$ cat src/rtl/dn_rom_router.sv
// dn_rom_router: steers the HPS ROM download into Scramble ROM regions and sequences core reset around it.
module dn_rom_router #(
    parameter logic [15:0] IMAGE_SIZE  = 16'h6820,
    parameter int          HOLD_CYCLES = 1024
) (
    input  logic        clk,
    input  logic        RESET,
    input  logic        ioctl_download,
    input  logic        ioctl_wr,
    input  logic [24:0] ioctl_addr,
    input  logic [7:0]  ioctl_dout,
    output logic [15:0] dn_addr,
    output logic [7:0]  dn_data,
    output logic        dn_wr,
    output logic        prg_we,
    output logic        snd_we,
    output logic        gfx_we,
    output logic        prom_we,
    output logic        core_reset,
    output logic        rom_ok,
    output logic [15:0] checksum
);
    localparam int HW = HOLD_CYCLES > 0 ? $clog2(HOLD_CYCLES + 1) : 1;
    typedef enum logic [1:0] {IDLE, LOAD, HOLD, RUN} state_t;
    state_t        state;
    logic          blocked;
    logic [16:0]   count;
    logic [HW-1:0] hold_cnt;
    logic          dl, acc, prg, snd, gfx, prom;
    logic [15:0]   a;
    // A download interrupted by RESET stays ignored until its level drops.
    assign dl   = ioctl_download & ~blocked;
    assign acc  = ioctl_wr & dl & (ioctl_addr < {9'd0, IMAGE_SIZE});
    assign a    = ioctl_addr[15:0];
    assign prg  = a < 16'h4000;
    assign snd  = a >= 16'h4000 && a < 16'h5800;
    assign gfx  = a >= 16'h5800 && a < 16'h6800;
    assign prom = a >= 16'h6800 && a < 16'h6820;
    always_ff @(posedge clk) begin
        if (RESET) begin
            state      <= IDLE;
            blocked    <= ioctl_download;
            count      <= '0;
            hold_cnt   <= '0;
            dn_addr    <= '0;
            dn_data    <= '0;
            dn_wr      <= 1'b0;
            prg_we     <= 1'b0;
            snd_we     <= 1'b0;
            gfx_we     <= 1'b0;
            prom_we    <= 1'b0;
            core_reset <= 1'b1;
            rom_ok     <= 1'b0;
            checksum   <= '0;
        end else begin
            if (!ioctl_download) blocked <= 1'b0;
            dn_wr   <= acc;
            prg_we  <= acc & prg;
            snd_we  <= acc & snd;
            gfx_we  <= acc & gfx;
            prom_we <= acc & prom;
            if (acc) begin
                dn_addr <= a;
                dn_data <= ioctl_dout;
            end
            if (state != LOAD && dl) begin
                state      <= LOAD;
                core_reset <= 1'b1;
                count      <= {16'd0, acc};
                checksum   <= acc ? {8'd0, ioctl_dout} : 16'd0;
            end else if (state == LOAD) begin
                if (acc) begin
                    count    <= count != '1 ? count + 17'd1 : count;
                    checksum <= checksum + {8'd0, ioctl_dout};
                end
                if (!dl) begin
                    state    <= HOLD;
                    rom_ok   <= count == {1'b0, IMAGE_SIZE};
                    hold_cnt <= HW'(HOLD_CYCLES);
                end
            end else if (state == HOLD) begin
                if (hold_cnt == '0) begin
                    state      <= rom_ok ? RUN : IDLE;
                    core_reset <= ~rom_ok;
                end else begin
                    hold_cnt <= hold_cnt - 1'b1;
                end
            end
        end
    end
endmodule

$ cat config.mk
export PLATFORM = sky130hd
export DESIGN_NAME = dn_rom_router
export DESIGN_NICKNAME = d
export VERILOG_FILES = /design/src/rtl/dn_rom_router.sv
export SDC_FILE = /design/constraint.sdc
export NUM_CORES = 1
export LEC_CHECK = 0
export CORE_MARGIN = 1
export CORE_UTILIZATION = 35
export CTS_CLUSTER_DIAMETER = 60
export CTS_CLUSTER_SIZE = 10
export DETAILED_ROUTE_END_ITERATION = 8
export GPL_TIMING_DRIVEN = 0
export PLACE_DENSITY_LB_ADDON = 0.15
export SETUP_SLACK_MARGIN = 0.15
export SYNTH_ARGS = -nofsm -noshare
export SYNTH_HDL_FRONTEND = slang
export SYNTH_SLANG_ARGS = --single-unit
$ cat constraint.sdc
create_clock -name clk -period 2.5 [get_ports clk]
set_input_delay 0.375 -clock clk [delete_from_list [all_inputs] [get_ports clk]]
set_output_delay 0.375 -clock clk [all_outputs]
set_load 0.005 [all_outputs]
==> impl_metrics.py, run 1 <==
metrics = {
    "cts": {
        "ctsRootBufferMaster": "clkbuf_8",
        "htreeDepth": 3,
        "cts_tree": "done",
        "clock_path_buffers": 2,
        "numCtsBuffers": 9,
        "clkSlewWorstSetupHoldPaths_ns": 0.08,
        "postCtsHoldBufs": 0,
        "clock_latency_ns": 0.36,
        "cts.sinks": 78,
    },
    "timing": {
        "finalSetupViolCount": 0,
        "fin_crit_sh_pct": 96.4,
        "tightest_slew_ns": 0.624,
        "clock.fmax_mhz": 415,
        "rsz0062_at_grt": "yes",
        "maxSlewHeadroom_pct": 58.4,
        "skew_ns": 0.00963,
        "finalHoldViolCount": 0,
        "whs_ns": 0.458,
        "fin_crit_ns": 2.41,
        "finalMaxSlewViolations": 0,
        "fin_setup_tns_ns": 0,
    },
    "synthesis": {
        "ys_warn_count": 0,
        "synth.avg_cell_area_um2": 8.33,
        "synth_compound_area_share_pct": 13.0,
        "seq_area_frac_synth_pct": 41.0,
        "yosys.area_share.simple_pct": 29.7,
        "synth_nets": 513,
        "synth_top_family_by_area": "simple AND/OR/NAND/NOR gates",
        "synth_edf_count": 1,
        "synth_seq_cells": 78,
        "ys_async_sr_fraction_pct": 0,
        "syn_inst": 460,
        "synth-xor-area-share_pct": 5.71,
        "netlist_area_mm2": 0.00383,
        "ys_types": 48,
        "synth_mux_area_share_pct": 2.09,
        "synth_ff_type": "dfxtp_1",
        "synth_adder_area_share_pct": 5.42,
    },
    "global_route": {
        "grt_pass1_vias": 3418,
        "grt.total_usage_pct": 18.5,
        "overflow": 0,
        "grt_max_degree": 15,
        "grt_pass1_wl_um": 16600,
        "antenna_found_initial": 0,
    },
    "pwr": {
        "total_power_mw": 3.27,
        "p_sw_mw": 1.17,
        "p_per_area_mw_per_mm2": 625,
        "leakage_nw": 1.82,
        "p_comb_share_pct": 29.2,
        "p_seq_share_pct": 43.3,
        "irDropWorstVdd_mv": 0.377,
        "p_sw_share_pct": 35.6,
        "clkPwrFrac_pct": 27.6,
        "p_int_mw": 2.11,
    },
    "flow_run": {
        "maxCapViolCount": 0,
    },
    "setup_path": {
        "cp.arrival_ns": 2.70,
        "crit_required_ns": 2.80,
        "crit_type": "flip-flop to flip-flop",
        "start_kind": "flip-flop",
        "crit_path_end_kind": "flip-flop",
        "path_max_fanout": 5,
    },
    "layout": {
        "syn_to_final_growth_pct": 36.7,
        "drive_gt1_share_pct": 12.2,
        "fillers": 1066,
        "final_cell_count_no_fill": 709,
        "antennaDiodeCount": 0,
        "layout_commonest_cell": "clkdlybuf4s50_1",
        "nNetsFinal": 621,
        "design_area_mm2": 0.00524,
        "final_cell_mix": "clkdlybuf4s50_1 (83), nand2_1 (74), dfxtp_1 (71)",
    },
    "worst_hold_path": {
        "hold_path.class": "flip-flop to flip-flop",
    },
    "floorplan": {
        "die_w_um": 107,
        "std_cell_rows": 37,
        "io_pins": 84,
        "dieArea_mm2": 0.0114,
        "core_area_mm2": 0.0105,
        "start_util_pct": 36.6,
        "die_y_um": 107,
    },
    "placement": {
        "dpl.hpwl_um": 7520,
        "post-place-cells": 679,
        "gp_congestion": 0.832,
        "numPortBuffers": 83,
        "dpl_cell_area_mm2": 0.00484,
    },
    "route": {
        "via_per_inst": 5.17,
        "route.detailed.drc": 0,
        "drt_wl_total_um": 10400,
        "drtIter0Drc": 145,
        "dr.pass1.iters": 4,
        "routedWlPerCell_um": 14.7,
        "dr_total_vias": 3662,
        "antenna_left": 0,
    },
    "outcome": {
        "status": "finished clean",
    },
}
synth_stat cells (10+ instances only):
| cell | n | area [um2] |
|---|---|---|
| dfxtp_1 | 77 | 1540 |
| nand2_1 | 74 | 278 |
| a21oi_1 | 44 | 220 |
| nor2_1 | 39 | 146 |
| clkbuf_1 | 19 | 71.3 |
| nand3_1 | 19 | 95.1 |
| ha_1 | 15 | 188 |
| xor2_1 | 13 | 114 |
| nor3_1 | 12 | 60.1 |
| nor4_1 | 12 | 75.1 |
| xnor2_1 | 12 | 105 |
| or3_1 | 11 | 68.8 |
| nand4_1 | 10 | 62.6 |
per-stage QoR:
step | util [%] | worst slack [ns]
final | 50.1 | 0.0912
after global routing | 50.1 | 0.0137
after CTS | 49.4 | 0.144
after detailed placement | 46.2 | -0.366
after global placement | 46.2 | -0.375
after floorplan | - | 0.168
final cells by class:
class / instances / area, um2 / share of cell area [%]
multi-input combinational: 351 / 2240 / 42.8
inverter: 9 / 33.8 / 0.645
tap: 136 / 170 / 3.25
clock inverter: 6 / 47.5 / 0.908
sequential: 78 / 1580 / 30.1
timing repair buffer: 97 / 936 / 17.9
clock buffer: 10 / 138 / 2.63
buffer: 22 / 91.3 / 1.74
final timing paths:
path                                              start                      end  slack (ns)  cells after the start
worst max-delay path              count[9]$_SDFFE_PP0P_   count[15]$_SDFFE_PP0P_        0.09                     10
worst min-delay path            dn_data[1]$_SDFFE_PP0P_  dn_data[1]$_SDFFE_PP0P_        0.46                      2
worst max register to register    count[9]$_SDFFE_PP0P_   count[15]$_SDFFE_PP0P_        0.09                     10
worst min register to register  dn_data[1]$_SDFFE_PP0P_  dn_data[1]$_SDFFE_PP0P_        0.46                      2
worst max-delay path, cell delays in order, from the launching register on:
cell and delay (ns):
dfxtp_2 0.33, and4_4 0.19, nand4_1 0.09, or2_4 0.16, nor2_4 0.04, ha_4 0.15
nand4b_1 0.18, or2_4 0.26, or4_4 0.46, or3_4 0.35, a21oi_2 0.13
cell families after synthesis:
group           after synthesis
xor+xnor                     25
flops                        78
mux                           8
simple gates                218
compound gates               84
fa+ha+maj                    16
buf+inv                      31
routing by layer:
metal  track usage [%]  share of wire [%]  vias to the layer above  wire [um]
met5                 0                  0                        -          0
met4              4.99                1.1                        0        110
met3              4.38                4.9                       10        513
met2              30.8                 48                       82       4970
met1              23.7                 46                     1715       4840
li1                  -                  -                     1855          -
sequential cells by signal, indices dropped and copies added, names as in the netlist:
signal / cells
count: 17
gfx_we: 1
prom_we: 1
dn_addr: 16
core_reset: 1
dn_data: 8
snd_we: 1
rom_ok: 1
prg_we: 1
blocked: 1
state: 2
hold_cnt: 11
dn_wr: 1
checksum: 16
power by group through the flow:
| stage | logic (mW) | clock network [mW] | registers [mW] |
|---|---|---|---|
| finish | 0.955 | 0.902 | 1.42 |
| global route | 1.09 | 0.970 | 1.43 |
| CTS | 0.941 | 0.922 | 1.41 |
| detailed placement | 0.930 | 0 | 1.44 |
| global placement | 0.914 | 0 | 1.44 |
| floorplan | 0.690 | 0 | 1.42 |
repair_timing:
item / in CTS / in global routing
setup buffers: 11 / 3
pin swaps: 2 / 8
cloned: 0 / 0
gates resized for setup: 20 / 16
hold endpoints to repair: 0 / 0
setup endpoints to repair: 49 / 41
Power figures use the tool's default switching activity.
==> run 2, diff against run 1 <==
- ABC_AREA: default -> 0
- CORE_MARGIN: 1 -> 5
==> run 2 against run 1 <==
Compared with the run above: via count up 3.3%; combinational power rose by 1%; sequential cell count stayed put; global-route usage decreased by 0.76 points; clock-buffer cell count increased by 1; sequential share of layout area shrank 0.80 points; hold slack got worse by 0.0023 ns; largest cell class unchanged.
==> impl_metrics.py, run 2 (synthesis results as in run 1) <==
metrics = {
    "pwr": {
        "irDropWorstVdd_mv": 0.478,
        "clkPwrFrac_pct": 31.7,
        "p_int_mw": 2.34,
        "total_power_mw": 3.49,
        "p_sw_mw": 1.15,
        "p_comb_share_pct": 27.7,
        "p_sw_share_pct": 33.0,
        "leakage_nw": 1.90,
        "p_seq_share_pct": 40.6,
        "p_per_area_mw_per_mm2": 647,
    },
    "layout": {
        "syn_to_final_growth_pct": 40.5,
        "final_cell_mix": "clkdlybuf4s50_1 (83), nand2_1 (74), dfxtp_1 (72)",
        "drive_gt1_share_pct": 14.3,
        "antennaDiodeCount": 0,
        "reg.largest.list": "count: 17 flops, checksum: 16 flops, dn_addr: 16 flops",
        "nNetsFinal": 629,
        "largest_reg_flops": 17,
        "layout_commonest_cell": "clkdlybuf4s50_1",
        "regMostFlops": "count",
    },
    "timing": {
        "rsz0062_at_grt": "yes",
        "whs_ns": 0.456,
        "finalSetupViolCount": 0,
        "tightest_slew_ns": 0.657,
        "finalMaxSlewViolations": 0,
        "maxSlewHeadroom_pct": 56.2,
        "fin_setup_tns_ns": 0,
        "fin_crit_ns": 2.46,
        "clock.fmax_mhz": 406,
        "skew_ns": 0.0102,
        "finalHoldViolCount": 0,
        "fin_crit_sh_pct": 98.5,
    },
    "worst_hold_path": {
        "hold_path.class": "flip-flop to flip-flop",
        "hold_start": "dn_data[4]$_SDFFE_PP0P_",
    },
    "cts": {
        "numCtsBuffers": 9,
        "htreeDepth": 3,
        "cts.sinks": 78,
        "clkSlewWorstSetupHoldPaths_ns": 0.08,
        "ctsRootBufferMaster": "clkbuf_8",
        "clock_latency_ns": 0.37,
        "clock_path_buffers": 2,
        "cts_tree": "done",
    },
    "setup_path": {
        "crit_type": "flip-flop to flip-flop",
        "r2r_start": "count[9]$_SDFFE_PP0P_",
        "cp.arrival_ns": 2.77,
        "crit_path_end_kind": "flip-flop",
        "path_max_fanout": 6,
        "startpoint": "count[9]$_SDFFE_PP0P_",
        "r2r_end": "count[15]$_SDFFE_PP0P_",
        "r2r_slack_ns": 0.04,
        "crit_required_ns": 2.80,
        "endpoint": "count[15]$_SDFFE_PP0P_",
        "start_kind": "flip-flop",
        "r2r_cells": 10,
    },
    "global_route": {
        "grt_max_degree": 14,
        "grt.total_usage_pct": 17.7,
        "use_met3_pct": 4.97,
        "grt_use_met1_pct": 22.0,
        "overflow": 0,
        "grt_pass1_wl_um": 18300,
        "grt_pass1_vias": 3655,
        "busiest_layer": "met2",
        "grt_use_met2_pct": 29.7,
        "antenna_found_initial": 0,
    },
    "floorplan": {
        "dieArea_mm2": 0.0131,
        "start_util_pct": 35.5,
        "die_y_um": 115,
        "std_cell_rows": 38,
        "die_w_um": 115,
        "io_pins": 84,
        "core_area_mm2": 0.0108,
    },
    "route": {
        "drt_wl_total_um": 11600,
        "antenna_left": 0,
        "via_per_inst": 5.25,
        "dr_total_vias": 3784,
        "drtIter0Drc": 159,
        "dr.pass1.iters": 4,
        "route.detailed.drc": 0,
        "routedWlPerCell_um": 16.1,
    },
    "placement": {
        "dpl.hpwl_um": 8250,
        "numPortBuffers": 83,
        "gp_congestion": 0.891,
    },
    "outcome": {
        "status": "finished clean",
    },
    "flow_run": {
        "maxCapViolCount": 0,
    },
}
==> run 2: worst min-delay path by stage <==
stage / slack (ns) / endpoint / cells past startpoint
after floorplan: 0.44 / hold_cnt[0]$_SDFFE_PP0P_ / 2
after global placement: 0.44 / dn_data[1]$_SDFFE_PP0P_ / 2
after detailed placement: 0.45 / dn_data[0]$_SDFFE_PP0P_ / 2
after CTS: 0.46 / dn_data[0]$_SDFFE_PP0P_ / 2
after global routing: 0.48 / dn_data[6]$_SDFFE_PP0P_ / 2
final: 0.46 / dn_data[4]$_SDFFE_PP0P_ / 2
==> run 2: metrics by stage <==
step / area (um2) / std cells / setup WS, ns / utilization (%)
final: 5390 / 721 / 0.0363 / 49.9
after global routing: 5390 / 721 / -0.0899 / 49.9
after CTS: 5250 / 714 / 0.101 / 48.6
after detailed placement: 4840 / 683 / -0.386 / 44.9
after global placement: 4840 / 683 / -0.398 / 44.9
after floorplan: 3840 / 460 / 0.168 / -
==> run 2: routing by layer <==
| layer | vias to the layer above | share of wire (%) |
|---|---|---|
| met5 | - | 0 |
| met4 | 0 | 1.9 |
| met3 | 18 | 4.2 |
| met2 | 100 | 49 |
| met1 | 1797 | 45 |
| li1 | 1869 | - |
==> run 2: final cells by class <==
cell class | count | area [um2]
Fill cell | 1041 | 5410
Multi-Input combinational cell | 351 | 2260
Inverter | 9 | 33.8
Tap cell | 140 | 175
Clock inverter | 5 | 81.3
Clock buffer | 11 | 151
Timing Repair Buffer | 105 | 1010
Buffer | 22 | 95.1
Sequential cell | 78 | 1580
==> run 2: what timing repair did <==
item,in CTS,in global routing
gates resized for setup,21,28
endpoints found under the setup margin,49,45
pin swaps,3,9
buffers inserted,15,7
hold buffers,0,0
==> run 2: power by group through the flow <==
stage	logic, mW	registers [mW]	clock network, mW
detailed placement	0.934	1.44	0
global route	1.08	1.43	1.19
global placement	0.916	1.44	0
CTS	0.948	1.42	1.13
finish	0.965	1.42	1.10
floorplan	0.690	1.42	0
==> run 2: worst max-delay path: stages, from the launching register on <==
cell	delay (ns)
dfxtp_2	0.33
and4_4	0.19
nand4_1	0.10
or2_4	0.15
nor2_2	0.04
ha_2	0.16
nand4b_1	0.19
or2_4	0.26
or4_4	0.46
or3_4	0.40
a21oi_2	0.13
